## src/rtl/ddr3_pattern_tester.sv

```systemverilog
// Post-calibration DDR3 self-test: writes an LFSR pattern, reads it back, flags byte lanes.
// Optional second inverted-data pass under MEMTEST_INVERT_PASS_EN.
module ddr3_pattern_tester #(
    parameter int unsigned ADDR_W     = 22,
    parameter int unsigned TEST_WORDS = 1024,
    parameter logic [15:0] SEED       = 16'hA5C3,
    parameter int unsigned TIMEOUT    = 4096
) (
    input  logic              clk,
    input  logic              sys_resetn,
    input  logic              write_level_done,
    input  logic              read_calib_done,
    output logic              mem_req,
    output logic              mem_we,
    output logic [ADDR_W-1:0] mem_addr,
    output logic [15:0]       mem_wdata,
    input  logic              mem_ack,
    input  logic [15:0]       mem_rdata,
    input  logic              mem_rvalid,
    output logic              busy,
    output logic              test_done,
    output logic              fail_high,
    output logic              fail_low
);

    localparam int unsigned CW = ADDR_W + 1;
    localparam int unsigned WW = $clog2(TIMEOUT + 1);
    localparam logic [CW-1:0] LAST = CW'(TEST_WORDS - 1);
    localparam logic [WW-1:0] WD_LAST = WW'(TIMEOUT - 1);

    typedef enum logic [2:0] {
        S_IDLE,
        S_WRITE,
        S_READ,
        S_RWAIT,
        S_DONE
    } state_t;

    state_t        state_q, state_d;
    logic [CW-1:0] cnt_q, cnt_d;
    logic [15:0]   lfsr_q, lfsr_d;
    logic [WW-1:0] wdog_q, wdog_d;
    logic          fail_hi_q, fail_hi_d;
    logic          fail_lo_q, fail_lo_d;
    logic          done_q, done_d;
`ifdef MEMTEST_INVERT_PASS_EN
    logic          pass_q, pass_d;
`endif

    logic          init_ok;
    logic          req;
    logic          stall;
    logic          wd_expire;
    logic          last_word;
    logic [15:0]   lfsr_next;
    logic [15:0]   pat;

    assign init_ok   = write_level_done & read_calib_done;
    assign req       = (state_q == S_WRITE) || (state_q == S_READ);
    assign last_word = (cnt_q == LAST);
    assign lfsr_next = {lfsr_q[14:0],
                        lfsr_q[15] ^ lfsr_q[13] ^ lfsr_q[12] ^ lfsr_q[10]};
    assign stall     = (req && !mem_ack) ||
                       ((state_q == S_RWAIT) && !mem_rvalid);
    assign wd_expire = stall && (wdog_q == WD_LAST);

`ifdef MEMTEST_INVERT_PASS_EN
    assign pat = pass_q ? ~lfsr_q : lfsr_q;
`else
    assign pat = lfsr_q;
`endif

    always_ff @(posedge clk or negedge sys_resetn) begin
        if (!sys_resetn) begin
            state_q   <= S_IDLE;
            cnt_q     <= '0;
            lfsr_q    <= SEED;
            wdog_q    <= '0;
            fail_hi_q <= 1'b0;
            fail_lo_q <= 1'b0;
            done_q    <= 1'b0;
`ifdef MEMTEST_INVERT_PASS_EN
            pass_q    <= 1'b0;
`endif
        end else begin
            state_q   <= state_d;
            cnt_q     <= cnt_d;
            lfsr_q    <= lfsr_d;
            wdog_q    <= wdog_d;
            fail_hi_q <= fail_hi_d;
            fail_lo_q <= fail_lo_d;
            done_q    <= done_d;
`ifdef MEMTEST_INVERT_PASS_EN
            pass_q    <= pass_d;
`endif
        end
    end

    always_comb begin
        state_d   = state_q;
        cnt_d     = cnt_q;
        lfsr_d    = lfsr_q;
        wdog_d    = '0;
        fail_hi_d = fail_hi_q;
        fail_lo_d = fail_lo_q;
        done_d    = done_q;
`ifdef MEMTEST_INVERT_PASS_EN
        pass_d    = pass_q;
`endif
        if (!init_ok) begin
            // controller went back into reset: abandon and wait for retest
            state_d   = S_IDLE;
            cnt_d     = '0;
            lfsr_d    = SEED;
            fail_hi_d = 1'b0;
            fail_lo_d = 1'b0;
            done_d    = 1'b0;
`ifdef MEMTEST_INVERT_PASS_EN
            pass_d    = 1'b0;
`endif
        end else begin
            if (stall) begin
                wdog_d = wdog_q + 1'b1;
            end
            unique case (state_q)
                S_IDLE: begin
                    state_d   = S_WRITE;
                    cnt_d     = '0;
                    lfsr_d    = SEED;
                    fail_hi_d = 1'b0;
                    fail_lo_d = 1'b0;
                    done_d    = 1'b0;
`ifdef MEMTEST_INVERT_PASS_EN
                    pass_d    = 1'b0;
`endif
                end
                S_WRITE: begin
                    if (mem_ack) begin
                        cnt_d  = cnt_q + 1'b1;
                        lfsr_d = lfsr_next;
                        if (last_word) begin
                            cnt_d   = '0;
                            lfsr_d  = SEED;
                            state_d = S_READ;
                        end
                    end
                end
                S_READ: begin
                    if (mem_ack) begin
                        state_d = S_RWAIT;
                    end
                end
                S_RWAIT: begin
                    if (mem_rvalid) begin
                        fail_hi_d = fail_hi_q | (mem_rdata[15:8] != pat[15:8]);
                        fail_lo_d = fail_lo_q | (mem_rdata[7:0] != pat[7:0]);
                        cnt_d     = cnt_q + 1'b1;
                        lfsr_d    = lfsr_next;
                        state_d   = S_READ;
                        if (last_word) begin
`ifdef MEMTEST_INVERT_PASS_EN
                            if (!pass_q) begin
                                pass_d  = 1'b1;
                                cnt_d   = '0;
                                lfsr_d  = SEED;
                                state_d = S_WRITE;
                            end else begin
                                state_d = S_DONE;
                                done_d  = 1'b1;
                            end
`else
                            state_d = S_DONE;
                            done_d  = 1'b1;
`endif
                        end
                    end
                end
                S_DONE: begin
                    state_d = S_DONE;
                end
                default: begin
                    state_d = S_IDLE;
                end
            endcase
            if (wd_expire) begin
                fail_hi_d = 1'b1;
                fail_lo_d = 1'b1;
                done_d    = 1'b1;
                wdog_d    = '0;
                state_d   = S_DONE;
            end
        end
    end

    always_comb begin
        mem_req   = req;
        mem_we    = (state_q == S_WRITE);
        mem_addr  = req ? cnt_q[ADDR_W-1:0] : '0;
        mem_wdata = (state_q == S_WRITE) ? pat : 16'h0000;
        busy      = req || (state_q == S_RWAIT);
        test_done = done_q;
        fail_high = fail_hi_q;
        fail_low  = fail_lo_q;
    end

endmodule

```

## config.mk

```make
export PLATFORM = sky130hd
export DESIGN_NAME = ddr3_pattern_tester
export DESIGN_NICKNAME = d
export VERILOG_FILES = /design/src/rtl/ddr3_pattern_tester.sv
export SDC_FILE = /design/constraint.sdc
export NUM_CORES = 1
export LEC_CHECK = 0
export ABC_AREA = 1
export CORE_MARGIN = 2
export CORE_UTILIZATION = 57
export CTS_CLUSTER_DIAMETER = 30
export DETAILED_ROUTE_END_ITERATION = 10
export MAX_ROUTING_LAYER = met4
export PLACE_DENSITY = 0.86
export SLEW_MARGIN = 20
export SYNTH_ARGS = -nofsm -noshare
export SYNTH_HDL_FRONTEND = slang
export SYNTH_SLANG_ARGS = --single-unit
```

## constraint.sdc

```tcl
create_clock -name clk -period 2.4 [get_ports clk]
set_input_delay 0.36 -clock clk [delete_from_list [all_inputs] [get_ports clk]]
set_output_delay 0.36 -clock clk [all_outputs]
set_load 0.03 [all_outputs]
```

## After elaboration in Yosys (flattened, before gate mapping)

Index checks and enable logic that the tools add are counted.

- Flip-flop bits (word level): 58
- Bits of input ports: 22

- Reduce and logical (&&, ||, !) cells: 13
- Add/sub/neg operators: 2
- Bitwise gates (word level): 6
- Muxes and demuxes: 36
- Equal/unequal tests: 17

Operators with widths:

| cell | count |
|---|---|
| 2-to-1 mux 23 bit | 4 |
| 2-to-1 mux 16 bit | 5 |
| case mux 23 bit (3 select lines) | 1 |
| case mux 16 bit (3 select lines) | 1 |
| 2-to-1 mux 13 bit | 3 |
| adder 23 x 1 -> 23 bit, second input constant | 1 |
| equality test 23 x 10 -> 1 bit, second input constant | 1 |
| 2-to-1 mux 22 bit | 1 |
| 2-to-1 mux 3 bit | 7 |
| != test 8 bit | 2 |
| case mux 3 bit (5 select lines) | 1 |
| adder 13 x 1 -> 13 bit, second input constant | 1 |
| equality test 13 x 12 -> 1 bit, second input constant | 1 |
| != test 4 bit, second input constant | 3 |
| 2-to-1 mux 1 bit | 10 |
| != test 4 x 2 -> 1 bit, second input constant | 2 |
| equality test 3 x 2 -> 1 bit, second input constant | 2 |
| != test 3 bit, second input constant | 2 |
| case mux 1 bit (2 select lines) | 3 |
| AND reduction 3 bit | 2 |
| != test 4 x 1 -> 1 bit, second input constant | 1 |
| != test 4 x 3 -> 1 bit, second input constant | 1 |
| AND reduction 4 bit | 1 |
| equality test 3 x 1 -> 1 bit, second input constant | 1 |
| other kinds (9) | 17 |

## Depth between registers and ports, before layout

- Word-level depth: 7
- Mapped depth: 12
- Depth with buffers taken out: 12

## Least setup slack after synthesis

Ideal clock, no wire load.

- Path type: flip-flop to output port
- Start: register state_q[0]
- End: output mem_addr[10]
- Stages on the path, launching flop included: 8
- Buffers on the path: 1
- Path slack: 0.474 ns
- Arrival: 1.566 ns
- Path through: dfrtp_1 > inv_1 > nor2_2 > nand2_4 > nand2_2 > inv_1 > clkbuf_1 > nor2_1

- Word-level cells in the longest chain between the ends: 3

Ends and longest elaborated chain:

| what | line | RTL |
|---|---|---|
| from (decl) | 39 | `state_t state_q, state_d;` |
| from (signal assigned) | 86 | `state_q <= state_d;` |
| equality test 3 x 1 -> 1 bit or equality test 3 x 2 -> 1 bit (tied branches) | 59 | `assign req = (state_q == S_WRITE) \|\| (state_q == S_READ);` |
| logical OR 1 bit (*) | 59 |  |
| net mem_req | 13 | `output logic mem_req,` |
| 2-to-1 mux 22 bit (*) | 198 | `mem_addr = req ? cnt_q[ADDR_W-1:0] : '0;` |
| to (decl) | 15 | `output logic [ADDR_W-1:0] mem_addr,` |

The timed path passes the listed nets; every way through them passes the cells marked *.

## Worst setup path in the final report

- Start: register state_q[2]
- End: output mem_we

- Word-level cells in the longest chain between the ends: 1

Ends and longest elaborated chain:

| what | line | RTL |
|---|---|---|
| equality test 3 x 1 -> 1 bit | 197 | `mem_we = (state_q == S_WRITE);` |
| to (decl) | 14 | `output logic mem_we,` |

Every way passes these cells.

==> reports/qor.txt <==
Detailed Route Iter0 Violations - 378
Final hold vios - 0
Initial Util - 58.4%
Post-DP HPWL - 7.33 mm
Initial antenna violation count - 0
H-tree levels - 3
Critical path type - reg2out
Max IR drop VDD - 0.370 mV
CP required - 2.04 ns
# DRC - 0
Maxcap violations - 0
Die W - 84.5 um
Pre-antenna DRT Iters - 5
Max-slew violations - 0
Row count - 29
Most common cell after layout, fill and taps aside - nand2_1
Leading area contributor after synthesis - dfrtp_1
Tmin final - 2.31 ns
Reg2reg end - cnt_q[10]$_DFFE_PN0P_
CTS Sinks - 58
Seq cells post-synth - 58
RSZ-0062 raised after global routing - false
EDFF count, synth - 0
Top cell type's share of synthesized area - 33.9%
Setup violations, final - 0
Reg clk slew, reported paths - 0.07 ns
Die area - 7130 um^2
Clk buf depth - 2
Worst hold slack - 0.00257 ns
Proportion of layout cells with a drive suffix above 1 - 12.2%
CP endpoint kind - output pin
Total grt overflow - 0
WL final - 10.0 mm
Post-synth top flop - dfrtp_1
Routability cong. - 0.926
Final ANT Viol Nets - 0
Skew-Pair Late Insertion Delay - 0.35 ns
Crit path cell chain - inv_2, nand2_2, nor2_2, clkdlybuf4s50_1
R2r worst-path depth - 10
Crit-path slowest cell - clkdlybuf4s50_1
Area Growth Syn to Fin - 24.3%
First-pass GRT wire length - 16.3 mm
Via count - 3,876
Ant. Diodes - 0
Sw Ratio - 28.0%
Switching pwr - 614 uW
Cell Int Power - 1.58 mW
Worst min-delay path class - in2async
Commonest non-fill, non-tap cells in the layout - nand2_1 (131), nor2_1 (101), inv_1 (67)
Combinational Power Share - 14.2%
Synth unique cells - 36
R2R Setup Slk - 0.29 ns
CP Max Fanout - 6
Mapped cell area - 3690 um^2
Yosys synthesis warning count - 0
Lkg Pwr - 2.27 nW
PD cells - 478 nW/um^2
Die H - 84.5 um
Async SR Flop Fraction - 100%
Final Util - 72.6%
Synth Instances - 537
Slew @ Worst Pin - 0.566 ns
Clock Power Share - 40.0%
Vias per std cell - 5.59
Final cycle utilization of the critical path - 96.3%
Final TNS setup - 0 ns
Largest cells by area after synthesis - dfrtp_1 (34%), nand2_1 (13%), nor2_1 (10%)
# IOs - 66
Avg WL per Cell - 14.4 um
FF-to-FF Start - cnt_q[1]$_DFFE_PN0P_
Worst rel slew slack - 62.2%
Status - complete, no violations
Gr usage total - 29.4%
Crit path largest cell delay - 0.73 ns
Input/output buffers - 65
Critical Path AT - 1.95 ns
TritonCTS clock tree - yes
Worst Setup Start Kind - flop
Clock skew - 0.00911 ns
Core area - 6310 um^2
Sequential power share - 45.8%
Cts bufs inserted - 9
Syn nets - 561
Nets - 635
Seq/Total Area, Yosys - 39.6%
Fmax - 433 MHz
Largest net degree at the start of global routing - 25
Syn_area_per_cell - 6.87 um^2
Clk root buf - clkbuf_8
Vias in the first global route - 3,464
-- critical path, delay by kind of cell, from the launching register on --
family / cells / cell delay, ns
flip-flops: 1 / 0.45
buffers and inverters: 2 / 0.82
AND/OR/NAND/NOR: 2 / 0.34
-- flip-flops by register name, indices dropped and copies added, names as in the netlist --
signal / count
cnt_q: 23
fail_high: 1
fail_low: 1
lfsr_q: 16
state_q: 3
test_done: 1
wdog_q: 13
-- what timing repair did --
item,CTS,global route
hold buffers,0,0
setup buffers,0,0
endpoints found under the setup margin,11,13
endpoints found under the hold margin,0,0
gates resized for setup,11,15
-- how the worst max path moves through the flow --
stage                            from           end  slack, ns  cells past startpoint
3_5_place_dp   state_q[2]$_DFFE_PN0P_   mem_addr[3]       0.23                      6
4_1_cts        state_q[0]$_DFFE_PN0P_  mem_wdata[4]       0.01                      6
3_3_place_gp   state_q[2]$_DFFE_PN0P_  mem_addr[12]       0.27                      6
6_report       state_q[2]$_DFFE_PN0P_        mem_we       0.09                      4
5_1_grt        state_q[2]$_DFFE_PN0P_   mem_addr[9]      0.002                      6
2_1_floorplan  state_q[0]$_DFFE_PN0P_  mem_addr[10]       0.47                      7
-- metal layers --
metal / GRT usage (%) / vias up / part of all wire (%)
met5: - / - / 0
met4: 9.81 / 0 / 2.2
met3: 9.34 / 29 / 10
met2: 42.5 / 218 / 45
met1: 39.5 / 1787 / 43
li1: - / 1842 / -
-- final cells by class --
class	count	area, um^2
fillers	522	1730
clock inverters	6	57.6
clock buffers	10	128
inverters	73	274
flip-flops and latches	58	1460
multi-input cells	394	1870
well taps	77	96.3
repair buffers	75	696
-- synthesized netlist by cell type (2+ instances only) --
library cell  number
buf_4              3
nand3b_1           3
clkbuf_1           4
xnor2_1            8
nand4_1           11
dfstp_2            8
dfrtp_1           50
nor3_1            10
o21ai_1            6
nor2_1           101
o21bai_1           3
buf_2              2
nand2_2            7
ha_1               2
inv_2              5
o21ai_0           19
xor2_1            11
inv_1             67
nor3b_2            2
nor2_2             3
buf_6              3
a21oi_1           17
nand2_1          131
nand3_1           41
o22ai_1            9
-- stage by stage --
step                      instances  instance area, um^2  power [mW]  setup WS (ns)
after floorplan                 537                 3690        1.19          0.474
after global placement          677                 4400        1.32          0.268
after detailed placement        677                 4400        1.33          0.235
after CTS                       693                 4570        2.20         0.0120
after global routing            693                 4590        2.27        0.00172
final                           693                 4590        2.19         0.0894
-- logic make-up after synthesis --
logic type / count (synthesis) / share of synthesized area [%]
simple gates: 315 / 36.8
xor+xnor: 19 / 4.51
buf+inv: 85 / 9.63
fa+ha+maj: 2 / 0.678
compound gates: 58 / 8.78
flops: 58 / 39.6
-- power by group through the flow --
stage | Sequential (mW) | Combinational, mW | Clock [mW]
2_1_floorplan | 1.02 | 0.173 | 0
3_3_place_gp | 1.02 | 0.306 | 0
3_5_place_dp | 1.02 | 0.313 | 0
4_1_cts | 1.00 | 0.313 | 0.886
5_1_grt | 1.00 | 0.338 | 0.931
6_report | 1.00 | 0.311 | 0.877
(Power assumes the default switching activity.)
